`config.mk`:
```
export PLATFORM = sky130hd
export DESIGN_NAME = ram_bist_ctrl
export DESIGN_NICKNAME = d
export VERILOG_FILES = /design/src/rtl/ram_bist_ctrl.sv
export SDC_FILE = /design/constraint.sdc
export NUM_CORES = 1
export LEC_CHECK = 0
export ABC_AREA = 0
export ABC_CLOCK_PERIOD_IN_PS = 2500
export CAP_MARGIN = 20
export CELL_PAD_IN_SITES_DETAIL_PLACEMENT = 1
export CELL_PAD_IN_SITES_GLOBAL_PLACEMENT = 2
export CORE_UTILIZATION = 33
export CTS_CLUSTER_SIZE = 8
export DETAILED_ROUTE_END_ITERATION = 8
export PLACE_DENSITY_LB_ADDON = 0.3
export SYNTH_ARGS = -nofsm -noshare
export SYNTH_HDL_FRONTEND = slang
export SYNTH_SLANG_ARGS = --single-unit
```
`constraint.sdc`:
```
create_clock -name clk -period 2.5 [get_ports clk]
set_input_delay 0.5 -clock clk [delete_from_list [all_inputs] [get_ports clk]]
set_output_delay 0.5 -clock clk [all_outputs]
set_load 0.05 [all_outputs]
```
`src/rtl/ram_bist_ctrl.sv`:
```
// March/data BIST initiator for the 16x8 synchronous RAM.
// Six 16-op phases, one-cycle read latency compare, first-fail capture.
module ram_bist_ctrl (
  input  logic       clk,
  input  logic       rst_n,
  input  logic       start,
  input  logic [7:0] bg_pat,
  output logic       ram_wr,
  output logic [3:0] ram_addr,
  output logic [7:0] ram_din,
  input  logic [7:0] ram_dout,
  output logic       busy,
  output logic       done,
  output logic       pass,
  output logic [5:0] err_cnt,
  output logic [3:0] fail_addr,
  output logic [7:0] fail_exp,
  output logic [7:0] fail_got
);

  typedef enum logic [3:0] {
    IDLE, W_BG, R_BG, W_INV, R_INV, W_ADR, R_ADR, FIN, DONE
  } state_t;

  state_t     state, state_n;
  logic [3:0] idx, idx_n;
  logic [7:0] pat, pat_n;
  logic       accept;

  logic       cmp_vld, cmp_vld_n;
  logic [7:0] cmp_exp, cmp_exp_n;
  logic [3:0] cmp_addr;
  logic       mism;

  logic       wr_n, busy_n, done_n, pass_n;
  logic [3:0] addr_n, a_n;
  logic [7:0] din_n;
  logic [5:0] err_n;

  assign accept = (state == IDLE) && start;

  always_ff @(posedge clk or negedge rst_n) begin
    if (!rst_n) begin
      state <= IDLE;
      idx   <= '0;
      pat   <= '0;
    end else begin
      state <= state_n;
      idx   <= idx_n;
      pat   <= pat_n;
    end
  end

  always_comb begin
    state_n = state;
    idx_n   = idx;
    pat_n   = pat;
    unique case (state)
      IDLE: if (start) begin
        state_n = W_BG;
        idx_n   = '0;
        pat_n   = bg_pat;
      end
      W_BG, R_BG, W_INV, R_INV, W_ADR, R_ADR: begin
        idx_n = idx + 4'd1;
        if (idx == 4'd15) begin
          unique case (state)
            W_BG:    state_n = R_BG;
            R_BG:    state_n = W_INV;
            W_INV:   state_n = R_INV;
            R_INV:   state_n = W_ADR;
            W_ADR:   state_n = R_ADR;
            default: state_n = FIN;
          endcase
        end
      end
      FIN:     state_n = DONE;
      default: state_n = IDLE;
    endcase
  end

  // Outputs are computed for the coming cycle, then registered.
  always_comb begin
    wr_n   = 1'b0;
    addr_n = ram_addr;
    din_n  = '0;
    a_n    = (state_n == W_INV || state_n == R_INV) ? ~idx_n : idx_n;
    unique case (state_n)
      W_BG: begin
        wr_n   = 1'b1;
        addr_n = a_n;
        din_n  = pat_n;
      end
      W_INV: begin
        wr_n   = 1'b1;
        addr_n = a_n;
        din_n  = ~pat_n;
      end
      W_ADR: begin
        wr_n   = 1'b1;
        addr_n = a_n;
        din_n  = {a_n, ~a_n};
      end
      R_BG, R_INV, R_ADR: addr_n = a_n;
      default: ;
    endcase
    busy_n = !(state_n == IDLE || state_n == DONE);
    done_n = (state_n == DONE);

    cmp_vld_n = 1'b0;
    cmp_exp_n = '0;
    unique case (state)
      R_BG: begin
        cmp_vld_n = 1'b1;
        cmp_exp_n = pat;
      end
      R_INV: begin
        cmp_vld_n = 1'b1;
        cmp_exp_n = ~pat;
      end
      R_ADR: begin
        cmp_vld_n = 1'b1;
        cmp_exp_n = {ram_addr, ~ram_addr};
      end
      default: ;
    endcase

    mism  = cmp_vld && (ram_dout != cmp_exp);
    err_n = err_cnt;
    if (accept)
      err_n = '0;
    else if (mism && err_cnt != 6'd63)
      err_n = err_cnt + 6'd1;

    pass_n = pass;
    if (accept)
      pass_n = 1'b0;
    else if (state_n == DONE)
      pass_n = (err_n == 6'd0);
  end

  always_ff @(posedge clk or negedge rst_n) begin
    if (!rst_n) begin
      ram_wr    <= 1'b0;
      ram_addr  <= '0;
      ram_din   <= '0;
      busy      <= 1'b0;
      done      <= 1'b0;
      pass      <= 1'b0;
      err_cnt   <= '0;
      fail_addr <= '0;
      fail_exp  <= '0;
      fail_got  <= '0;
      cmp_vld   <= 1'b0;
      cmp_exp   <= '0;
      cmp_addr  <= '0;
    end else begin
      ram_wr   <= wr_n;
      ram_addr <= addr_n;
      ram_din  <= din_n;
      busy     <= busy_n;
      done     <= done_n;
      pass     <= pass_n;
      err_cnt  <= err_n;
      cmp_vld  <= cmp_vld_n;
      cmp_exp  <= cmp_exp_n;
      cmp_addr <= ram_addr;
      if (accept) begin
        fail_addr <= '0;
        fail_exp  <= '0;
        fail_got  <= '0;
      end else if (mism && err_cnt == 6'd0) begin
        fail_addr <= cmp_addr;
        fail_exp  <= cmp_exp;
        fail_got  <= ram_dout;
      end
    end
  end

endmodule

```
== After elaboration in Yosys (flattened, before gate mapping) ==
Index checks and enable logic that the tools add are counted.

* Eq/ne operators: 17
* Reductions and logical operators: 17
* Multiply operators: 0
* $lt $le $gt $ge: 0
* $add $sub $neg: 2
* Shift operators: 0
* Bitwise gates (word level): 5
* Mux-type cells: 23
* Div/mod/pow operators: 0

{| class="wikitable"
|+ Operator list
! operator !! count
|-
| $mux 8 || 6
|-
| $pmux 8 s3 || 2
|-
| $eq 4x3->1 const B || 7
|-
| $mux 4 || 6
|-
| $eq 4x2->1 const B || 4
|-
| $not 8->8 || 2
|-
| $pmux 3 s5 || 1
|-
| $logic_not 6->1 || 2
|-
| $mux 6 || 2
|-
| $not 4->4 || 3
|-
| $pmux 4 s3 || 1
|-
| $reduce_or 6->1 || 2
|-
| $eq 4x1->1 const B || 2
|-
| $eq 4x4->1 const B || 2
|-
| $logic_not 4->1 || 2
|-
| $ne 8x8->1 || 1
|-
| $pmux 4 s2 || 1
|-
| $add 6x1->6 const B || 1
|-
| $ne 6x6->1 const B || 1
|-
| $reduce_or 3->1 || 2
|-
| $add 4x1->4 const B || 1
|-
| $logic_and 1x1->1 || 4
|-
| $mux 1 || 4
|-
| $reduce_bool 2->1 || 2
|-
| other kinds (2) || 3
|}

* Memories kept: 0
* Bits in read-only memories: 0
* Input port bits: 19
* Word-level logic and storage cells: 80
* Bits in latches: 0
* RAM bits: 0
* Flip-flop bits (word level): 71

== Logic depth before layout (Yosys ltp) ==
* Word-level depth: 9
* Gate-level depth with buffers: 9
* Mapped depth without buffers: 7

== Worst setup path before layout ==
No wires, ideal clock.

* Kind: flip-flop to flip-flop
* Start point: register idx[0]
* End point: register ram_din[0]
* Required time: 2.365 ns
* Arrival time: 2.011 ns
* Path slack: 0.353 ns
* Cell stages (with the launch flop): 10
* Library setup time: 0.135 ns
* Cell sequence: dfrtp_1 -> ha_1 -> and3_1 -> clkbuf_1 -> o21ai_1 -> nand2_1 -> a21oi_1 -> buf_1 -> nand3b_1 -> o22ai_1

* Word-level cells in the longest chain between the ends: 8

{| class="wikitable"
|+ Ends and longest elaborated chain
! what !! RTL line !! RTL
|-
| from (decl) || 26 || <nowiki>logic [3:0] idx, idx_n;</nowiki>
|-
| from (signal assigned) || 49 || <nowiki>idx <= idx_n;</nowiki>
|-
| $eq 4x4->1 (*) || 66 || <nowiki>if (idx == 4'd15) begin</nowiki>
|-
| $mux 4 (*) || 66 ||
|-
| $pmux 4 s3 (*) || 58 || <nowiki>unique case (state)</nowiki>
|-
| net state_n[1] || 25 || <nowiki>state_t state, state_n;</nowiki>
|-
| $eq 4x2->1 or $eq 4x3->1 (tied branches) || 87, 88 ||
|-
| $logic_or 1x1->1 || 87 || <nowiki>a_n = (state_n == W_INV || state_n == R_INV) ? ~idx_n : idx_n;</nowiki>
|-
| $mux 4 || 87 ||
|-
| $not 4->4 || 102 || <nowiki>din_n = {a_n, ~a_n};</nowiki>
|-
| $pmux 8 s3 (*) || 88 || <nowiki>unique case (state_n)</nowiki>
|-
| net din_n[0] || 37 || <nowiki>logic [7:0] din_n;</nowiki>
|-
| to (signal assigned) || 160 || <nowiki>ram_din <= din_n;</nowiki>
|-
| to (decl) || 10 || <nowiki>output logic [7:0] ram_din,</nowiki>
|}

Mark *: on every way through the listed nets, which the timed path passes. The rest lies on a longest branch.
A chain may end at the register's enable or synchronous reset.

== Final worst setup path ==
* Start point: input ram_dout[4]
* End point: register pass

* Word-level cells in the longest chain between the ends: 8

{| class="wikitable"
|+ Ends and longest elaborated chain
! what !! RTL line !! RTL
|-
| from (decl) || 11 || <nowiki>input logic [7:0] ram_dout,</nowiki>
|-
| $ne 8x8->1 || 128 || <nowiki>mism = cmp_vld && (ram_dout != cmp_exp);</nowiki>
|-
| $logic_and 1x1->1 || 128 ||
|-
| $logic_and 1x1->1 || 132 || <nowiki>else if (mism && err_cnt != 6'd63)</nowiki>
|-
| $mux 6 || 132 ||
|-
| $mux 6 || 130 || <nowiki>if (accept)</nowiki>
|-
| net err_n[5] || 38 || <nowiki>logic [5:0] err_n;</nowiki>
|-
| $logic_not 6->1 || 139 || <nowiki>pass_n = (err_n == 6'd0);</nowiki>
|-
| $mux 1 || 138 || <nowiki>else if (state_n == DONE)</nowiki>
|-
| $mux 1 || 136 || <nowiki>if (accept)</nowiki>
|-
| to (signal assigned) || 163 || <nowiki>pass <= pass_n;</nowiki>
|-
| to (decl) || 14 || <nowiki>output logic pass,</nowiki>
|}

The timed path passes the listed nets, and every way through them passes these cells. The select of a mux whose other input is x is not followed.

==> results.md <==
- Area leader, netlist: dfrtp_1
- Combinational power share: 47.8%
- Seq/Total Area, Yosys: 55.3%
- Clock power frac: 18.9%
- RSZ-0062 raised after global routing: false
- Via density: 4.85
- Syn Std Cell Area: 0.00321 sq mm
- Worst r2r src: state[0]$_DFF_PN0_
- Final Hold Viols: 0
- Main synth FF type: dfrtp_1
- Worst setup EP type: flop
- DP Wirelength: 6.01 mm
- Reg-to-reg slack, setup: 360 ps
- Total Wirelength: 8.28 mm
- Clk_lat worst skew: 350 ps
- Seq pwr share: 33.3%
- GRT met1 Usage: 22.9%
- Post-route ant nets: 0
- WL/cell: 16.2 um
- Gr ovfl total: 0
- H-tree Lvls: 3
- Vias post-DR: 2484
- Final Wtd Congestion: 0.786
- Asr flop ratio synth: 100%
- Top-area cell type share of the netlist area: 55.3%
- GRT Max-Usage Layer: met2
- Drt first pass iters: 4
- LEAKAGE: 1.85 nW
- # fillers: 1032
- Fraction of layout cells with a size suffix above 1: 10.7%
- Critical path type: input pin to flop
- Number of synthesized flops with an enable pin: 0
- Die area: 0.0101 sq mm
- Switch share: 43.3%
- Core area: 0.00933 sq mm
- Iter 0 DRT Violations: 64
- # IOs: 61
- Clk root buf: clkbuf_8
- Final nets: 400
- Cts repair resizes: 0
- Initial antenna violation count: 0
- Max Clock Freq: 442 MHz
- Clock buffer depth: 2
- Slew margin rel.: 65.2%
- Cell Int Power: 3.08 mW
- HP Class: input pin to asynchronous set/reset pin
- Number of synthesized register bits: 71
- First-pass GRT wire length: 13.6 mm
- Ant. Diodes: 0
- Max VDD drop: 0.683 mV
- Rows: 35
- Drt drc: 0
- Final setup viols: 0
- CP Data Arrival Time: 2520 ps
- Max cap viols: 0
- Starting Density: 34.4%
- Post-CTS setup buffer count: 0
- Overall Power: 5.43 mW
- Final critical-path share of the clock period: 90.5%
- Status: completed
- Worst Setup Start Kind: input pin
- Largest net degree at the start of global routing: 52
- Design area: 0.00427 sq mm
- Switching pwr: 2.35 mW
- Sink Count: 71
- Die Width: 101 um
- CP required: 2760 ps
- Power Density: 1270 mW/mm^2
- Net Count, Synth: 330
- Fin. max-slew vios: 0
- Most common cell after layout, fill and taps aside: dfrtp_1
- M3 GR Usage: 3.26%
- Hold Buf Count CTS: 0
- Yosys warnings: 0
- Port buffer count: 60
- Vias in the first global route: 2638
- Die height: 101 um
- Reg2reg end: pass$_DFFE_PN0P_
- Met2 Usage GRT: 29.5%
- CTS Buf Count: 9
- R2R cell count: 6
- Post-Synthesis Cells: 308
- CTS tree: yes
- Worst Max-Slew Pin Slew: 521 ps
- Top cells by area, synth: dfrtp_1 55%, mux2i_1 8.7%, nand2_1 4.3%, nor2_1 4.2%, xnor2_1 3.3%
- Area growth syn-to-layout: 32.9%
- Max Fanout on Critical Path: 5
- Most frequent cells in the layout: 71 x dfrtp_1, 59 x clkdlybuf4s50_1, 37 x nand2_1, 36 x nor2_1, 28 x mux2i_1
- Min Tclk post-route: 2260 ps
- Total GRT Usage: 17.6%
- DP Area: 0.00405 sq mm
- Mean Syn Cell Area: 10.4 sq um
- Worst-case clock skew: 12.6 ps
- CTS clk-pin slew, worst paths: 80 ps
- Unique cell type count in the Yosys netlist: 44
-- power groups by stage --
stage / logic (mW) / clock network (mW) / registers (mW)
6_report: 2.60 / 1.03 / 1.81
5_1_grt: 2.79 / 1.10 / 1.86
4_1_cts: 2.62 / 1.05 / 1.81
3_5_place_dp: 2.60 / 0 / 1.83
3_3_place_gp: 2.56 / 0 / 1.81
2_1_floorplan: 1.08 / 0 / 2.45
-- layer usage --
metal | vias to the layer above | routed length, um
met5 | - | 0
met4 | 0 | 123
met3 | 11 | 266
met2 | 48 | 3980
met1 | 1239 | 3910
li1 | 1186 | -
-- worst max-delay path: stages --
cell	delay [ps]
clkdlybuf4s50_1	450
xor2_1	190
nor4_1	360
buf_4	210
a211oi_1	90
mux2i_1	140
or3_1	380
o31ai_2	210
-- area by class of cell --
class | instances | area, sq um | share of cell area, %
inverter | 13 | 48.8 | 1.14
clock inverter | 5 | 81.3 | 1.91
clock buffer | 11 | 141 | 3.31
timing repair buffer | 76 | 741 | 17.4
sequential | 71 | 1780 | 41.6
tap | 129 | 161 | 3.78
multi-input combinational | 207 | 1320 | 30.9
-- registers in the layout, summed over array words and instances, names as in the netlist --
| signal | count |
|---|---|
| busy | 1 |
| cmp_addr | 4 |
| cmp_exp | 8 |
| cmp_vld | 1 |
| done | 1 |
| err_cnt | 6 |
| fail_addr | 4 |
| fail_exp | 8 |
| fail_got | 8 |
| idx | 4 |
| pass | 1 |
| pat | 8 |
| ram_addr | 4 |
| ram_din | 8 |
| ram_wr | 1 |
| state | 4 |
-- worst max-delay path by stage --
stage	depth (start not counted)	end	startpoint
3_5_place_dp	8	pass$_DFFE_PN0P_	ram_dout[0]
5_1_grt	8	pass$_DFFE_PN0P_	ram_dout[0]
6_report	8	pass$_DFFE_PN0P_	ram_dout[4]
4_1_cts	8	pass$_DFFE_PN0P_	ram_dout[0]
3_3_place_gp	8	pass$_DFFE_PN0P_	ram_dout[0]
2_1_floorplan	9	ram_din[0]$_DFF_PN0_	idx[0]$_DFF_PN0_
-- through the flow --
step | hold WS (ps) | cells | setup WS (ps) | TNS, ps | utilization, %
global route | 157 | 512 | 153 | 0 | 45.8
CTS | 129 | 512 | 243 | 0 | 45.8
detailed placement | 484 | 496 | -113 | -113 | 43.4
global placement | 477 | 496 | -33.8 | -33.8 | 43.4
finish | 113 | 512 | 238 | 0 | 45.8
floorplan | 204 | 308 | 353 | 0 | -
-- cell families after synthesis --
family                   share of synthesized area, %
adder cells (fa/ha/maj)                          1.48
AND/OR/NAND/NOR                                  14.8
flip-flops                                       55.3
XOR/XNOR                                         6.00
multiplexers                                     8.73
buffers and inverters                            3.94
AO/OA/AOI/OAI                                    9.74
-- cell usage after synthesis, drive strengths merged (2+ instances only) --
library cell / number
dfrtp: 71
nand2: 37
nor2: 36
mux2i: 28
inv: 13
o21ai: 13
xnor2: 12
a21oi: 11
buf: 11
xor2: 10
o22ai: 8
clkbuf: 6
nand3: 6
nor3: 6
a311oi: 4
or3: 4
ha: 3
nor4: 3
a211oi: 2
a31oi: 2
nand3b: 2
nand4: 2
nor3b: 2
or2: 2
(Power assumes the default switching activity.)
